===== src/rtl/rotor_sequencer.sv =====
// rtl/rotor_sequencer.sv - Enigma forward-path sequencer sharing one rotor LUT port across all rotor slots
module rotor_sequencer #(
    parameter int ALPHABET_LEN = 26,
    parameter int PORTLEN      = 5,
    parameter int NUM_ROTORS   = 3,
    parameter int NOTCH0       = 16,
    parameter int NOTCH1       = 4,
    localparam int SELW        = (NUM_ROTORS > 1) ? $clog2(NUM_ROTORS) : 1
) (
    input  logic                          clk,
    input  logic                          rst_n,
    input  logic                          in_valid,
    output logic                          in_ready,
    input  logic [PORTLEN-1:0]            in_letter,
    input  logic                          pos_load,
    input  logic [NUM_ROTORS*PORTLEN-1:0] pos_init,
    output logic [NUM_ROTORS*PORTLEN-1:0] pos_out,
    output logic [SELW-1:0]               rot_sel,
    output logic [PORTLEN-1:0]            rot_letter,
    output logic                          rot_cs_n,
    input  logic [PORTLEN-1:0]            rot_data,
    input  logic                          rot_error,
    output logic                          out_valid,
    input  logic                          out_ready,
    output logic [PORTLEN-1:0]            out_letter,
    output logic                          out_error
);

    typedef enum logic [1:0] {IDLE, STEP, ROT, DONE} state_t;

    localparam logic [PORTLEN:0]   ALEN   = (PORTLEN+1)'(ALPHABET_LEN);
    localparam logic [PORTLEN-1:0] LAST   = PORTLEN'(ALPHABET_LEN - 1);
    localparam logic [PORTLEN-1:0] N0     = PORTLEN'(NOTCH0);
    localparam logic [PORTLEN-1:0] N1     = PORTLEN'(NOTCH1);
    localparam logic [SELW-1:0]    K_LAST = SELW'(NUM_ROTORS - 1);

    state_t             state;
    logic [PORTLEN-1:0] pos [NUM_ROTORS];
    logic [PORTLEN-1:0] cur;
    logic [SELW-1:0]    k;
    logic               err;

    logic [PORTLEN-1:0]    pos_k;
    logic [PORTLEN:0]      addr_sum;
    logic [PORTLEN:0]      addr_full;
    logic [PORTLEN:0]      data_ext;
    logic [PORTLEN:0]      back_full;
    logic [PORTLEN-1:0]    addr;
    logic [PORTLEN-1:0]    back;
    logic                  data_bad;
    logic [NUM_ROTORS-1:0] step;

    // One position step, wrapping the last letter back to the first.
    function automatic logic [PORTLEN-1:0] inc_mod(input logic [PORTLEN-1:0] p);
        return (p == LAST) ? '0 : p + 1'b1;
    endfunction

    // Shared rotor datapath: offset address into the LUT, un-offset its answer, and stepping decisions.
    always_comb begin
        pos_k     = pos[k];
        addr_sum  = {1'b0, cur} + {1'b0, pos_k};
        addr_full = (addr_sum >= ALEN) ? addr_sum - ALEN : addr_sum;
        addr      = addr_full[PORTLEN-1:0];
        data_ext  = {1'b0, rot_data};
        back_full = (rot_data < pos_k) ? data_ext + ALEN - {1'b0, pos_k}
                                       : data_ext - {1'b0, pos_k};
        back      = back_full[PORTLEN-1:0];
        data_bad  = rot_error || (data_ext >= ALEN);
        step      = '0;
        step[0]   = 1'b1;
        for (int i = 1; i < NUM_ROTORS; i++) begin
            if (i == 1) begin
                // Middle rotor also steps on its own notch: the double-step.
                step[i] = (pos[i-1] == N0) || (pos[i] == N1);
            end else if (i == 2) begin
                step[i] = (pos[i-1] == N1);
            end
        end
    end

    // Sequencer FSM: accept, step, walk the rotors one per cycle, hand off the result.
    always_ff @(posedge clk) begin
        if (!rst_n) begin
            state <= IDLE;
            cur   <= '0;
            k     <= '0;
            err   <= 1'b0;
            for (int i = 0; i < NUM_ROTORS; i++) begin
                pos[i] <= '0;
            end
        end else begin
            case (state)
                IDLE: begin
                    if (pos_load) begin
                        for (int i = 0; i < NUM_ROTORS; i++) begin
                            pos[i] <= ({1'b0, pos_init[i*PORTLEN +: PORTLEN]} >= ALEN)
                                      ? '0 : pos_init[i*PORTLEN +: PORTLEN];
                        end
                    end else if (in_valid) begin
                        if ({1'b0, in_letter} >= ALEN) begin
                            // Illegal letter skips the rotors and leaves positions untouched.
                            err   <= 1'b1;
                            state <= DONE;
                        end else begin
                            cur   <= in_letter;
                            state <= STEP;
                        end
                    end
                end
                STEP: begin
                    for (int i = 0; i < NUM_ROTORS; i++) begin
                        if (step[i]) begin
                            pos[i] <= inc_mod(pos[i]);
                        end
                    end
                    k     <= '0;
                    state <= ROT;
                end
                ROT: begin
                    cur <= back;
                    if (data_bad) begin
                        err <= 1'b1;
                    end
                    if (k == K_LAST) begin
                        state <= DONE;
                    end else begin
                        k <= k + 1'b1;
                    end
                end
                DONE: begin
                    if (out_ready) begin
                        err   <= 1'b0;
                        state <= IDLE;
                    end
                end
                default: state <= IDLE;
            endcase
        end
    end

    assign in_ready   = rst_n && (state == IDLE) && !pos_load;
    assign rot_cs_n   = (state != ROT);
    assign rot_sel    = (state == ROT) ? k : '0;
    assign rot_letter = (state == ROT) ? addr : '0;
    assign out_valid  = (state == DONE);
    assign out_letter = ((state == DONE) && !err) ? cur : '0;
    assign out_error  = (state == DONE) && err;

    genvar g;
    generate
        for (g = 0; g < NUM_ROTORS; g++) begin : g_pos
            assign pos_out[g*PORTLEN +: PORTLEN] = pos[g];
        end
    endgenerate

endmodule


===== config.mk =====
export PLATFORM = sky130hd
export DESIGN_NAME = rotor_sequencer
export DESIGN_NICKNAME = d
export VERILOG_FILES = /design/src/rtl/rotor_sequencer.sv
export SDC_FILE = /design/constraint.sdc
export NUM_CORES = 1
export LEC_CHECK = 0
export ABC_CLOCK_PERIOD_IN_PS = 9650
export CAP_MARGIN = 40
export CORE_ASPECT_RATIO = 1.25
export CORE_UTILIZATION = 50
export CTS_BUF_LIST = sky130_fd_sc_hd__clkbuf_16
export CTS_CLUSTER_DIAMETER = 100
export DETAILED_ROUTE_END_ITERATION = 7
export PLACE_DENSITY = 0.82
export SLEW_MARGIN = 20
export SYNTH_ARGS = -nofsm -noshare
export SYNTH_HDL_FRONTEND = slang
export SYNTH_SLANG_ARGS = --single-unit

===== constraint.sdc =====
create_clock -name clk -period 9.65 [get_ports clk]
set_clock_uncertainty 0.05 [all_clocks]
set_input_delay 1.93 -clock clk [delete_from_list [all_inputs] [get_ports clk]]
set_output_delay 1.93 -clock clk [all_outputs]
set_load 0.01 [all_outputs]

==> qor.txt <==
GPL Wtd Cong: 0.827
Net Switching: 0.000389 W
Distinct cells, synth: 45
Worst Path Required: 7670 ps
Worst VDD drop: 0.146 mV
clock tree sinks: 27
Worst setup SP type: primary input
CTS Buffer Depth: 2
post-DP HPWL: 4.93 mm
vias per cell: 5.52
post-CTS sizing: 0
DR iter-0 viols: 80
wire length per cell: 15.0 um
RSZ-0062 raised after global routing: false
Worst-path clk slew: 70 ps
DRC violations left: 0
TritonCTS clock tree: yes
Pre-antenna DRT Iters: 4
Mean Syn Cell Area: 8.61 um2
routed wire length: 6.20 mm
final net count: 418
fillcell total: 387
EDFF count, synth: 15
Sequential Area: 691 um2
all-layer global routing usage: 24.9%
f_max: 0.179 GHz
DP Worst Slack: 4080 ps
post-CTS setup repair buffer count: 0
switching share of total power: 44.7%
CP max-delay cell: clkdlybuf4s50_1
CP max stage delay: 890 ps
fin util: 68.1%
fin. max-slew vios: 0
Post-CTS Hold Buffers: 0
port buffer count: 61
status: complete, no violations
post-layout worst setup margin: 4050 ps
CP Launch Point: rst_n
Synth Instances: 293
TritonCTS Buffers: 3
HP Class: flop to flop
Synthesized Nets: 358
Crit Path Max Fanout: 17
Yosys reg bits: 27
sequential power share: 25.6%
largest net degree at the start of global routing: 18
Remaining Overflow, GRT: 0
die height: 81.4 um
number of antenna cells inserted: 0
Clock Latency Late Sink: 260 ps
post-synthesis sequential area ratio: 27.4%
Int Pwr: 0.000482 W
Detail Route Antenna Nets: 0
Initial Utilization: 52.6%
CP Cell Sequence: clkdlybuf4s50_1, and3b_1, clkdlybuf4s50_1
row count: 28
top_reg_cell synth: edfxtp_1
clock share of power: 11.0%
via count: 2275
critical path's most frequent cell: clkdlybuf4s50_1
Synth Cell Area: 2520 um2
critical path capture point type: output port
CP arrival: 3620 ps
share of cells above drive strength 1: 3.69%
hold slack final: 502 ps
Comb pwr share: 63.4%
Final Hold Viols: 0
Core ar.: 4800 um2
Area Overhead vs Synth: 29.5%
HP Start: state[0]
dpl cells: 408
initial antenna violation count: 0
Tightest Pin Transition: 652 ps
full die area: 5330 um2
root buf cell: clkbuf_16
max cap viols: 0
Multi-input gate area: 1690 um2
final setup fails: 0
leak pwr: 1.34 nW
Final period util: 58.0%
Pwr Density: 267 nW/um2
Yosys warnings: 0
final non-filler cell total: 412
Slew HR: 56.4%
# IOs: 62
vias in the first global route: 2281
Final Critical Period: 5600 ps
Die X: 65.5 um
fraction of registers with async set/reset: 0%
Crit Path Class: primary input to output port
TNS Setup: 0 ps
H-tree levels: 1
first-pass GRT wire length: 10.3 mm
## layout by cell type (no fill, tap or decap), types with 3 or more instances in the layout
cell / netlist / final
clkdlybuf4s50_1: 0 / 61
inv_1: 31 / 31
ha_1: 30 / 30
nand2_1: 28 / 28
o21ai_0: 21 / 21
nor2_1: 21 / 21
edfxtp_1: 15 / 15
a21oi_1: 13 / 13
nand3_1: 13 / 13
dfxtp_1: 12 / 12
xor2_1: 11 / 11
mux2i_1: 10 / 10
nor2b_1: 9 / 9
o21a_1: 8 / 8
and2_1: 7 / 7
xnor2_1: 6 / 6
nor3_1: 5 / 5
o211ai_1: 5 / 5
nand2b_1: 4 / 4
o211a_1: 4 / 4
fa_1: 4 / 4
a21oi_2: 3 / 3
clkbuf_16: 0 / 3
## stage by stage
step                total power [W]  cell area (um2)
finish                     0.000871             3270
global route               0.000947             3270
CTS                        0.000870             3270
detailed placement         0.000769             3190
global placement           0.000749             3190
floorplan                  0.000592             2520
## state kept, by name, indices dropped and copies added, names as in the netlist, named ones only
register,flops
err,1
k,2
pos,15
cur,5
state,2
## area by class of cell
type	count	share of cell area, %
Timing Repair Buffer	61	18.7
Multi-Input combinational cell	228	51.7
Inverter	32	3.68
Clock inverter	1	0.191
Sequential cell	27	21.1
Tap cell	60	2.30
Clock buffer	3	2.30
## synth_stat cells, types with 2 or more instances
cell      count  area [um2]
inv_1        31         116
ha_1         30         375
nand2_1      28         105
nor2_1       21        78.8
o21ai_0      21         105
edfxtp_1     15         450
a21oi_1      13        65.1
nand3_1      13        65.1
dfxtp_1      12         240
xor2_1       11        96.3
mux2i_1      10         100
nor2b_1       9        56.3
o21a_1        8        60.1
and2_1        7        43.8
clkbuf_1      6        22.5
xnor2_1       6        52.6
nor3_1        5        25.0
o211ai_1      5        37.5
fa_1          4        80.1
nand2b_1      4        25.0
o211a_1       4        40.0
a21oi_2       3        26.3
a21boi_0      2        15.0
nand4b_1      2        17.5
o21bai_1      2        15.0
o31ai_1       2        15.0
## kinds of logic after synthesis
family                   Yosys count  synth area share [%]
AO/OA/AOI/OAI                     73                  20.5
XOR/XNOR                          17                  5.90
adder cells (fa/ha/maj)           34                  18.1
buffers and inverters             38                  5.65
flip-flops                        27                  27.4
multiplexers                      11                  4.41
AND/OR/NAND/NOR                   93                  18.1
## final timing paths
| check | to | slack, ps | depth (start not counted) |
|---|---|---|---|
| max | in_ready | 4050 | 3 |
| min | state[0] | 500 | 2 |
| max reg2reg | cur[4] | 6920 | 9 |
| min reg2reg | state[0] | 500 | 2 |
## routing by layer
metal	wire [um]	track usage (%)	vias to the layer above
met2	3250	46.7	60
met5	0	0	-
met3	201	2.22	6
met1	2680	29.9	1068
met4	63	7.17	0
li1	-	-	1141
## worst max-delay path, delay by kind of cell
kind	cells	cell delay, ps
simple gates	1	260
buf+inv	2	1420
## power groups by stage
stage / registers, W / clock network [W] / logic [W]
floorplan: 0.000215 / 0 / 0.000376
global placement: 0.000222 / 0 / 0.000527
detailed placement: 0.000224 / 0 / 0.000545
CTS: 0.000222 / 0.0000969 / 0.000551
global route: 0.000230 / 0.000102 / 0.000615
finish: 0.000223 / 0.0000962 / 0.000552
Note: power is estimated with default switching activity, not from simulation.
